==> src/rtl/piece_fall_ctrl.sv <==
// Active-piece controller: loads the spawned board from clear_redraw, applies gravity
// and lateral moves to the piece, and on landing emits a lock pulse plus the next piece type.
module piece_fall_ctrl #(
  parameter int DROP_DIV  = 8,
  parameter int CLEAR_LAT = 2
) (
  input  logic        clka,
  input  logic        restart,
  input  logic        start,
  input  logic [31:0] board_in,
  input  logic        error_in,
  input  logic        move_left,
  input  logic        move_right,
  input  logic        soft_drop,
  output logic [31:0] board_out,
  output logic [31:0] piece_mask,
  output logic        lock_valid,
  output logic [1:0]  next_piece,
  output logic        game_over
);

  localparam int CNT_MAX = (DROP_DIV > CLEAR_LAT) ? DROP_DIV : CLEAR_LAT;
  localparam int CNT_W   = $clog2(CNT_MAX + 1);

  typedef enum logic [2:0] {IDLE, LOCK, WAIT, LOAD, FALL, OVER} state_t;

  state_t           state;
  logic [CNT_W-1:0] cnt;
  logic [3:0]       lfsr;
  logic [31:0]      locked;

  logic [31:0] down, left, right, spawn;
  logic [3:0]  lfsr_next;
  logic        land, left_ok, right_ok, step;

  function automatic logic [31:0] spawn_mask(input logic [1:0] kind);
    case (kind)
      2'b00:   return 32'h0000_0002;
      2'b01:   return 32'h0000_0006;
      2'b10:   return 32'h0000_0066;
      default: return 32'h0000_0062;
    endcase
  endfunction

  // Candidate piece positions; moves are rejected at the board edge so nothing wraps across rows.
  assign down      = piece_mask << 4;
  assign left      = piece_mask << 1;
  assign right     = piece_mask >> 1;
  assign land      = (|piece_mask[31:28]) || (|(down & locked));
  assign left_ok   = !(|(piece_mask & 32'h8888_8888)) && !(|(left & locked));
  assign right_ok  = !(|(piece_mask & 32'h1111_1111)) && !(|(right & locked));
  assign step      = (cnt == CNT_W'(DROP_DIV - 1)) || soft_drop;
  assign lfsr_next = {lfsr[2:0], lfsr[3] ^ lfsr[2]};
  assign spawn     = spawn_mask(next_piece);

  always_ff @(posedge clka) begin
    if (restart) begin
      state      <= IDLE;
      cnt        <= '0;
      lfsr       <= 4'b1001;
      locked     <= '0;
      board_out  <= '0;
      piece_mask <= '0;
      lock_valid <= 1'b0;
      next_piece <= 2'b00;
      game_over  <= 1'b0;
    end else begin
      case (state)
        IDLE: begin
          if (start) begin
            state      <= LOCK;
            board_out  <= '0;
            lock_valid <= 1'b1;
            lfsr       <= lfsr_next;
            next_piece <= lfsr_next[1:0];
          end
        end
        LOCK: begin
          lock_valid <= 1'b0;
          piece_mask <= '0;
          cnt        <= '0;
          state      <= WAIT;
        end
        WAIT: begin
          if (cnt == CNT_W'(CLEAR_LAT - 1)) begin
            cnt   <= '0;
            state <= LOAD;
          end else begin
            cnt <= cnt + 1'b1;
          end
        end
        LOAD: begin
          locked     <= board_in & ~spawn;
          piece_mask <= spawn;
          board_out  <= board_in;
          cnt        <= '0;
          if (error_in) begin
            state     <= OVER;
            game_over <= 1'b1;
          end else begin
            state <= FALL;
          end
        end
        FALL: begin
          board_out <= locked | piece_mask;
          if (step) begin
            cnt <= '0;
            if (land) begin
              state      <= LOCK;
              lock_valid <= 1'b1;
              lfsr       <= lfsr_next;
              next_piece <= lfsr_next[1:0];
            end else begin
              piece_mask <= down;
            end
          end else begin
            cnt <= cnt + 1'b1;
            if (move_left && !move_right && left_ok)
              piece_mask <= left;
            else if (move_right && !move_left && right_ok)
              piece_mask <= right;
          end
        end
        OVER: begin
          lock_valid <= 1'b0;
        end
        default: state <= IDLE;
      endcase
    end
  end

endmodule

==> config.mk <==
export PLATFORM = sky130hd
export DESIGN_NAME = piece_fall_ctrl
export DESIGN_NICKNAME = d
export VERILOG_FILES = /design/src/rtl/piece_fall_ctrl.sv
export SDC_FILE = /design/constraint.sdc
export NUM_CORES = 1
export LEC_CHECK = 0
export CORE_MARGIN = 3
export CORE_UTILIZATION = 54
export CTS_BUF_LIST = sky130_fd_sc_hd__clkbuf_8
export CTS_CLUSTER_DIAMETER = 150
export DETAILED_ROUTE_END_ITERATION = 6
export PLACE_DENSITY = 0.79
export SLEW_MARGIN = 10
export SYNTH_ARGS = -nofsm -noshare
export SYNTH_HDL_FRONTEND = slang
export SYNTH_SLANG_ARGS = --single-unit
==> constraint.sdc <==
create_clock -name clka -period 3.3 [get_ports clka]
set_clock_uncertainty 0.15 [all_clocks]
set_input_delay 0.66 -clock clka [delete_from_list [all_inputs] [get_ports clka]]
set_output_delay 0.66 -clock clka [all_outputs]
set_load 0.1 [all_outputs]
# After elaboration in Yosys (flattened, before gate mapping)
# Index checks and enable logic that the tools add are counted.
[totals]
ff_bits = 111
input_bits = 39
out_inout_bits = 68
word_cells = 97
[op_classes]
add_sub_neg = 1
n_eq_ne = 15
n_mux = 29
bitwise_logic = 8
n_reduce_logical = 35
[op_table]
columns = ["op", "n"]
rows = [
  ["one-hot mux 32 bit (3 select lines)", 2],
  ["2-to-1 mux 32 bit", 5],
  ["AND 32 bit", 3],
  ["OR reduction 32 bit", 3],
  ["AND 31 x 32 -> 32 bit", 1],
  ["NOT 7 -> 32 bit", 1],
  ["bitwise OR 32 bit", 1],
  ["one-hot mux 7 bit (3 select lines)", 1],
  ["2-to-1 mux 4 bit", 5],
  ["one-hot mux 3 bit (6 select lines)", 1],
  ["OR reduction 8 bit", 2],
  ["2-to-1 mux 3 bit", 4],
  ["one-hot mux 4 bit (3 select lines)", 1],
  ["nonzero test 3 bit", 4],
  ["inequality test 2 bit (second input constant)", 4],
  ["one-hot mux 4 bit (2 select lines)", 1],
  ["AND reduction 4 bit", 2],
  ["== test 3 x 2 -> 1 bit (second input constant)", 2],
  ["== test 3 bit (second input constant)", 2],
  ["logical AND 1 bit", 6],
  ["logical NOT 1 bit", 6],
  ["2-to-1 mux 2 bit", 3],
  ["AND reduction 5 bit", 1],
  ["adder 4 x 1 -> 4 bit (second input constant)", 1],
  ["20 further kinds", 26],
]

# Depth between registers and ports, before layout
# Gate-level depths: netlist of the first run.
[depth]
depth_word = 9
depth_mapped = 9
depth_no_buf = 7

# Worst setup path before layout of the first run
# OpenSTA, ideal clock, no wires.
[synth_timing]
kind = "register -> register"
startpoint = "register piece_mask[3]"
endpoint = "register piece_mask[29]"
setup_ns = 0.132
t_arrival_ns = 3.095
required_ns = 3.018
path_slack_ns = -0.077
stages_incl_launch_ff = 9
n_path_buf = 2
synth_period_minus_slack_ns = 3.377
path_cell_list = "dfxtp_1 > or4_1 > or4b_4 > nor4_4 > nand2_2 > a32oi_1 > buf_4 > buf_6 > o32ai_1"
[synth_via]
elab_chain_len = 8
elab_cells_between_ends = 21
classes_between = "eq/ne: 2; mux: 3; bitwise: 3; reduce/logical: 13"
[synth_rtl]
columns = ["element", "line", "rtl"]
rows = [
  ["start, declared", "16", "output logic [31:0] piece_mask,"],
  ["start signal, assigned", "94", "piece_mask <= spawn;"],
  ["start signal, assigned", "114", "piece_mask <= down;"],
  ["start signal, assigned", "119", "piece_mask <= left;"],
  ["AND 32 bit", "50", "assign left_ok = !(|(piece_mask & 32'h8888_8888)) && !(|(left & locked));"],
  ["OR reduction 32 bit", "50", ""],
  ["logical NOT 1 bit", "50", ""],
  ["logical AND 1 bit", "50", ""],
  ["logical AND 1 bit", "118", "if (move_left && !move_right && left_ok)"],
  ["2-to-1 mux 32 bit", "118", ""],
  ["2-to-1 mux 32 bit", "106", "if (step) begin"],
  ["one-hot mux 32 bit (3 select lines)", "68", "case (state)"],
]
# Several ways; a longest one is shown, not always the timed one.
# A chain may end at the register's enable or synchronous reset.

# Worst setup path after layout of the first run
[layout_timing]
startpoint = "input move_right"
endpoint = "register piece_mask[19]"
[layout_via]
elab_chain_len = 6
elab_cells_between_ends = 10
classes_between = "eq/ne: 1; mux: 3; reduce/logical: 6"
[layout_rtl]
columns = ["element", "line", "rtl"]
rows = [
  ["start, declared", "13", "input logic move_right,"],
  ["logical NOT 1 bit", "118", ""],
  ["logical AND 1 bit (2 in series)", "118", ""],
  ["2-to-1 mux 32 bit", "118", ""],
  ["2-to-1 mux 32 bit", "106", ""],
  ["one-hot mux 32 bit (3 select lines)", "68", ""],
  ["end signal, assigned", "114", ""],
  ["end signal, assigned", "119", ""],
  ["end signal, assigned", "121", "piece_mask <= right;"],
]
# Several ways; a longest one is shown, not always the timed one.

==> impl_results.md, run 1 <==
* Register Area at 2190 um2
* GRT Residual Overflow at 0
* CTS tree: done
* RSZ-0062 raised after global routing: false
* Sink Count at 109
* Drt wl/cell at 21.5 um
* Peak VDD IR at 423 uV
* Slew HR at 32.6%
* Num CTS Buffers at 9
* DRC viols at 0
* Startpoint types: primary input
* Max-slew violations at 0
* Core ar. at approximately 9500 um2
* Max frequency at 314 MHz
* Synthesis Warnings at 0
* Setup crit end: piece_mask[19]
* Vias in the first global route at 5,554
* Mapped Area at 5360 um2
* Worst hold path class: reg2reg
* Die H at ~110 um
* Status: finished clean
* Vias at just under 6,000
* Most common cell after layout, fill and taps aside: nand2_1
* 1st-iter DRT viols at 502
* Syn Area/Cell at approximately 7.9 um2
* Overall Power at around 3.6 mW
* Critical Path End Type: flip-flop
* Reg power frac at 44.3%
* Clk slew on worst S/H paths at 0.10 ns
* Total GRT Usage at between 30% and 40%
* CP Class: in2reg
* H-tree Lvls at 3
* Worst reg2reg path depth at 7
* Sw Pwr at between 1 and 1.5 mW
* Placed Area at 6380 um2
* Number of max-cap violations at 0
* Number of post-CTS setup repair buffers at 0
* Largest net degree at the start of global routing at 66
* Clock power share at between 20% and 30%
* Post-Syn Nets at between 700 and 800
* Setup Viol. Count Final at 0
* Seq/Total Area, Yosys at 40.7%
* Async S/R FF share, synth at 0%
* Layout cell share with drive strength beyond 1 at around 16%
* Final hold vios at 0
* Static Leakage at around 2.3 nW
* Register-to-register setup slack at 0.24 ns
* Number of synthesized flops with an enable pin at 0
* Placer Congestion at 0.964
* CP max FO at 10
* Vias per cell at 6.62
* Min cycle time layout at 3.19 ns
* WL final at approximately 19 mm
* Pwr/cell area at 545 nW/um2
* Fin crit share at a little over nine tenths
* Seq cells post-synth at 109
* Count of different cell masters after synthesis at 53
* Multi-input logic area at 2840 um2
* Comb power frac at 32.0%
* Antenna violations before repair at 0
* Post-layout util at 69.9%
* Worst Max-Slew Pin Slew at 1.01 ns
* Fillers at 749
* Drt first pass iters at 7
* R2R Path Start: piece_mask[15]
* Ant. Diodes at 0
* CTS root buf: clkbuf_8
* Post-DP HPWL at 13.5 mm
* Die Span X at between 100 and 150 um
* Post-Synthesis Cells at 683
* Internal power at 2.12 mW
* Num rows at 35
* Setup TNS Final at 0 ns
* Skew-Pair Late Insertion Delay at 0.39 ns
* Die area at roughly 11,000 um2
* R2r endpoint: piece_mask[19]
* Critical Path AT at 3.31 ns
* Max Root-Sink Buffers at 2
* CP startpoint: move_right
* Nets@finish at 810
* Required @ worst endpoint at 3.43 ns
* Io pins at 107
* Top FF cell, synth: dfxtp_1
* Port bufs at about 110
* First-pass GRT wire length at 30.2 mm
* Most frequent cells in the layout: nand2_1 (117), dfxtp_1 (102), buf_4 (90)
* Sw frac at 41.1%
* Initial Utilization at a little under three fifths
* Post-route ant nets at 0
* Fin area at 6610 um2
* Area Overhead vs Synth at 23.2%
## layout make-up
type	instances	share of cell area [%]
multi-input combinational	480	43.0
inverter	38	2.16
sequential	109	33.2
clock buffer	9	1.87
tap	129	2.44
clock inverter	7	1.31
timing repair buffer	129	16.1
## repair_timing
action	4_1_cts	5_1_grt
hold buffers	0	0
setup endpoints to repair	0	6
resized for setup	0	4
## sequential cells by signal, summed over array words and instances (netlist names)
name,flops
cnt,4
lock_valid,1
game_over,1
state,3
locked,31
piece_mask,32
board_out,32
lfsr,4
next_piece,1
## cells by family (layout without fill, tap and decap cells)
kind of cell | Yosys count | after routing | share of synthesized area, %
buffers and inverters | 94 | 183 | 7.05
AND/OR/NAND/NOR | 222 | 222 | 19.0
adder cells (fa/ha/maj) | 4 | 4 | 0.933
flip-flops | 109 | 109 | 40.7
multiplexers | 3 | 3 | 0.560
AO/OA/AOI/OAI | 245 | 245 | 30.8
XOR/XNOR | 6 | 6 | 0.980
## Yosys cell counts, types with 3 or more instances
cell,n,area share [%]
nor4_1,4,0.47
and2_1,3,0.35
a221oi_1,10,1.6
o21ai_0,39,3.6
a22oi_1,41,5.7
nand2_1,117,8.2
a22o_1,7,1.1
a211oi_1,11,1.5
mux2i_1,3,0.56
nor3_1,14,1.3
a31oi_1,42,4.9
clkbuf_1,47,3.3
xnor2_1,5,0.82
o32ai_1,29,4.7
nand4_1,13,1.5
or4_1,3,0.42
ha_1,4,0.93
dfxtp_1,109,41
buf_1,3,0.21
inv_1,38,2.7
nand2b_1,7,0.82
nor2_1,34,2.4
and3_1,3,0.35
nand3_1,12,1.1
a21oi_1,47,4.4
## power by group through the flow
stage / sequential (mW) / combinational [mW] / clock [mW]
after detailed placement: 1.62 / 1.14 / 0
after global routing: 1.61 / 1.22 / 0.917
after floorplan: 1.86 / 0.581 / 0
final: 1.60 / 1.15 / 0.853
after CTS: 1.59 / 1.14 / 0.856
after global placement: 1.61 / 1.11 / 0
## worst min-delay path by stage
stage / start / endpoint / slack [ns] / cells past startpoint
2_1_floorplan: locked[0] / locked[0] / 0.30 / 2
3_3_place_gp: game_over / game_over / 0.30 / 2
3_5_place_dp: board_out[28] / board_out[28] / 0.31 / 2
4_1_cts: board_out[28] / board_out[28] / 0.33 / 2
5_1_grt: board_out[28] / board_out[28] / 0.35 / 2
6_report: board_out[28] / board_out[28] / 0.33 / 2
## worst max-delay path: stages
cell             delay, ns
clkdlybuf4s50_1       0.44
or4_4                 0.43
or4b_4                0.52
or4_4                 0.56
buf_6                 0.17
nor3_2                0.16
a221oi_1              0.08
o32ai_1               0.29
## per-stage QoR
stage	std cells	worst slack, ns	hold WS [ns]
after detailed placement	885	-0.309	0.312
after global routing	901	0.0514	0.348
after floorplan	683	0.141	0.296
final	901	0.115	0.325
after global placement	885	-0.232	0.299
after CTS	901	0.0666	0.326
## routing by layer
layer | share of wire [%] | global-route usage [%] | vias up
li1 | - | - | 2693
met1 | 40 | 46.4 | 2817
met2 | 46 | 52.7 | 403
met3 | 11 | 7.59 | 51
met4 | 2.3 | 11.3 | 0
met5 | 0 | 0 | -
(Power assumes the default switching activity.)
==> inputs of run 2 (changes only) <==
- GPL_TIMING_DRIVEN: unset -> 0
==> impl_results.md, run 2 (synthesized netlist as in run 1, its figures left out) <==
* CP Class: in2reg
* Min cycle time layout at 3.18 ns
* Worst hold path class: reg2reg
* Hold path cells at 2
* Port bufs at between 100 and 150
* Fillers at roughly 760
* Initial Utilization at 56.7%
* Number of max-cap violations at 0
* Worst Max-Slew Pin Slew at 1.01 ns
* Status: finished clean
* Static Leakage at about 2.1 nW
* Post-DP HPWL at between 15 and 20 mm
* Top Family by Delay on Critical Path: simple AND/OR/NAND/NOR gates
* Most common cell after layout, fill and taps aside: nand2_1
* DRC viols at 0
* Top flop regs: board_out (32), piece_mask (32), locked (31)
* RSZ-0062 raised after global routing: false
* CP peak stage delay at 0.53 ns
* Core ar. at 9460 um2
* Setup WS pre-CTS at -0.745 ns
* Slowest stage cell on the critical path: or4b_4
* Sink Count at about 110
* Worst Path Buf+Inv at 3
* Worst reg2reg path depth at 9
* CTS root buf: clkbuf_8
* Pwr/cell area at 545 nW/um2
* Slew HR at ~33%
* Drt first pass iters at 6
* WL final at 21.0 mm
* Total GRT Usage at 37.3%
* Ant. Diodes at 0
* Fin worst setup slack at between 0.1 and 0.15 ns
* Io pins at 107
* Placer Congestion at 0.990
* Final hold vios at 0
* Clk slew on worst S/H paths at approximately 0.10 ns
* Vias at 6,264
* Max Root-Sink Buffers at 2
* Nets@finish at 844
* Drt wl/cell at 22.4 um
* CTS tree: done
* Fin crit share at 96.2%
* Setup Viol. Count Final at 0
* Layout cell share with drive strength beyond 1 at under 10%
* Antenna violations before repair at 0
* Max frequency at 315 MHz
* Critical Path AT at approximately 3.3 ns
* Vias in the first global route at 6,182
* Area Overhead vs Synth at 27.7%
* GRT Residual Overflow at 0
* Skew-Pair Late Insertion Delay at 0.38 ns
* Die H at 106 um
* H-tree Lvls at 3
* Crit. path cell count at 9
* Vias per cell at 6.71
* Peak VDD IR at 339 uV
* CP cell instances: clkdlybuf4s50_1 -> or4_4 -> or4b_4 -> nor4_4 -> nand2_2 -> a32oi_1 -> buf_4 -> buf_6 -> o32ai_1
* 1st-iter DRT viols at 721
* CP max FO at 10
* Die Span X at ~110 um
* Num rows at 35
* Max-slew violations at 0
* Required @ worst endpoint at 3.38 ns
* Most frequent cells in the layout: nand2_1 (117), clkdlybuf4s50_1 (106), dfxtp_1 (102)
* Startpoint types: primary input
* Overall Power at 3.73 mW
* Die area at 11,200 um2
* Largest net degree at the start of global routing at 19
* Post-route ant nets at 0
* Num CTS Buffers at 9
* Critical Path End Type: flip-flop
* First-pass GRT wire length at 33.1 mm
## run 2: cell count changes in the layout (fill, tap and decap cells not counted), sizes merged
cell           change
clkinv             -4
clkdlybuf4s50     +69
inv                +1
bufinv             +1
clkbuf            +47
clkinvlp           +1
buf               -82
## run 2: through the flow
| step | util, % | instances | hold WS (ns) | instance area [um2] | setup TNS [ns] |
|---|---|---|---|---|---|
| after floorplan | - | 683 | 0.296 | 5370 | 0 |
| after global placement | 69.7 | 918 | 0.303 | 6590 | -20.66 |
| after detailed placement | 69.7 | 918 | 0.309 | 6590 | -20.72 |
| after CTS | 72.2 | 934 | 0.328 | 6830 | 0 |
| after global routing | 72.4 | 934 | 0.353 | 6850 | 0 |
| final | 72.4 | 934 | 0.329 | 6850 | 0 |
## run 2: tightest hold or removal path, stage by stage, from the launching register on
cell and delay, ns:
dfxtp_1 0.32, nand2_1 0.05, a31oi_1 0.06
## run 2: layer usage
layer / wire (um) / vias up / share of wire [%] / GRT usage, %
met5: 0 / - / 0 / 0
met4: 926 / 0 / 4.4 / 16.0
met3: 2580 / 101 / 12 / 8.14
met2: 9400 / 482 / 45 / 59.7
met1: 8050 / 2913 / 38 / 48.5
li1: - / 2768 / - / -
## run 2: path summary, 6_finish.rpt
kind | slack (ns) | to | start
worst min register to register | 0.33 | board_out[29] | board_out[29]
worst min-delay path | 0.33 | board_out[29] | board_out[29]
worst max register to register | 0.17 | piece_mask[2] | piece_mask[27]
worst max-delay path | 0.12 | piece_mask[2] | move_right
## run 2: power breakdown
group	total [mW]	switching, mW	internal (mW)	leakage (nW)
clock network	0.917	0.486	0.431	0.106
logic	1.26	0.899	0.360	1.14
registers	1.56	0.126	1.43	0.885
total	3.73	1.51	2.22	2.14
## run 2: final cells by class
type                    count  area [um2]  area share [%]
inverters                  38         143            2.08
clock inverters             6        93.8            1.37
multi-input cells         480        2830            41.3
flip-flops and latches    109        2190            32.0
plain buffers              56         241            3.53
well taps                 129         161            2.36
repair buffers            107        1070            15.6
clock buffers               9         124            1.81
## run 2: what timing repair did
item | in CTS | in global routing
buffers inserted | 1 | 0
setup endpoints to repair | 31 | 22
pin swaps | 3 | 2
resized for setup | 4 | 3
hold buffers | 0 | 0
==> edit: new RTL, flow settings as in run 1 <==
Add an input register stage for `board_in`; this delays it by one clock. The other inputs are not delayed to match.
--- a/src/rtl/piece_fall_ctrl.sv
+++ b/src/rtl/piece_fall_ctrl.sv
@@ -23,6 +23,12 @@
   localparam int CNT_W   = $clog2(CNT_MAX + 1);
 
   typedef enum logic [2:0] {IDLE, LOCK, WAIT, LOAD, FALL, OVER} state_t;
+
+  logic [31:0] board_q;
+
+  always_ff @(posedge clka) begin
+    board_q <= board_in;
+  end
 
   state_t           state;
   logic [CNT_W-1:0] cnt;
@@ -90,9 +96,9 @@
           end
         end
         LOAD: begin
-          locked     <= board_in & ~spawn;
+          locked     <= board_q & ~spawn;
           piece_mask <= spawn;
-          board_out  <= board_in;
+          board_out  <= board_q;
           cnt        <= '0;
           if (error_in) begin
             state     <= OVER;
Function: changed (a bounded check fails within 10 cycles, from zero or initial values).
==> edit against run 1 <==
Routed wire length shrank 4.1%. Synthesized area grew 7.6%. Critical path depth shrank 2. Highest routed layer unchanged. Worst setup slack improved by 380 ps. Sequential cell count rose by 32. First-iteration DRC count increased by 5.8%. Critical path type is now reg2reg. Final area up 7.3%. Synthesized cell count fell by 2.2%.
Power is not compared: it rests on default switching activity, and its combinational part moved more than twofold at a synthesized area within 25%.
==> edit: results (changes against run 1) <==
most frequent cells after synthesis=dfxtp_1, nand2_1, a21oi_1; worst skew pair latency=450 ps (+60 ps); registers with the most flip-flops=board_out: 32 flops, board_q: 32 flops, piece_mask: 32 flops; fraction of area in registers=39.82% (+6.7 points); clk cell area share=4.854% (+1.7 points); first-pass GRT wire length=29050 um (-3.7%); sequential area share after synthesis=48.94% (+8.2 points); cell family with most CP delay=compound AO/OA/AOI/OAI gates; fraction of area in multi-input gates=37.46% (-5.5 points); Worst R2R End=piece_mask[11]; post-DP HPWL=13050 um (-3.3%); Worst R2R Path Depth=6 (-1); Yosys reg bits=141 (+29%); post-DR vias/cell=6.142 (-7.2%); max incr delay on CP=710 ps (+150 ps); via count=5565 (-6.7%); Multi-input comb cells=460 (-4.2%); critical register-to-register path startpoint=piece_mask[24]; Worst Setup Slack post-DPL=244.7 ps (+553.4 ps); outcome=finished, final reports clean; Layout clock buffers=18 (+9); number of port buffers=106 (unchanged); initial antenna violation count=0 (unchanged); fillers=890 (+19%); CTS clk-pin slew, worst paths=80 ps (-20 ps); Max transition margin=51.97% (+19 points); number of global-route vias before repair=5308 (-4.4%); nets=800 (-1.2%); 1st-iter DRT viols=531 (+5.8%); Placer Congestion=0.9832 (+1.9%); DP Area=0.006744 mm2 (+5.7%); critical path's slowest cell=dfxtp_1; routed len/inst=20.46 um (-4.6%); Synth cell types=51 (-3.8%); CTS buffer count=17 (+8); CP Max Fanout=27 (+17); register-to-register setup slack=490 ps (+250 ps); layout cells sized above 1=18.44% (+2.0 points); Max Clock Freq=356.1 MHz (+13%); Worst Path Arrival=3040 ps (-270 ps); 1st-pass router iterations=5 (-2); fin util=68.35% (-1.5 points); dpl cells=874 (-1.2%); Peak VDD IR=roughly 0.52 mV; layout buffering overhead excluding clock cells=15.15% (-0.93 points); largest net degree at the start of global routing=50 (-24%); hold wc startpoint=restart; cells after synthesis=668 (-2.2%); Worst Hold Class=in2reg; top cells by area, synth=dfxtp_1, nand2_1, a31oi_1, a21oi_1, a22o_1; Buffers, non-clock=131 (+1.6%); Logic inverters=6 (-84%); Crit Path Category=reg2reg; Syn Nets=711 (-2.1%); H-tree depth=4 (+1); GRT Resource Usage Total=31.97% (-1.9 points); die width=109.4 um (+3.5%)
[edit: power by group]
group / switching [uW] / internal, uW
registers: 73.8 / 1770
clock network: 685 / 535
logic: 378 / 171
[edit: cell families (layout without fill, tap and decap cells)]
logic type	count (synthesis)	count (layout)	share of synthesized area (%)
compound gates	229	229	26.36
xor+xnor	6	6	0.9111
fa+ha+maj	4	4	0.8677
buf+inv	67	169	5.293
flops	141	141	48.94
mux	9	9	1.627
simple gates	212	212	16.01
[edit: worst min path at each step]
stage | cells past startpoint | endpoint | slack, ps
6_report | 2 | piece_mask[1] | 300
4_1_cts | 2 | piece_mask[1] | 280
3_3_place_gp | 2 | locked[28] | 300
3_5_place_dp | 2 | locked[17] | 300
2_1_floorplan | 2 | locked[31] | 290
5_1_grt | 2 | piece_mask[1] | 290
[edit: metal layers]
layer	global-route usage [%]	vias up	routed length [um]
met5	0	-	0
met1	41.23	2604	7704
li1	-	2597	-
met2	50.48	297	8461
met4	14.69	0	688
met3	7.986	67	1687
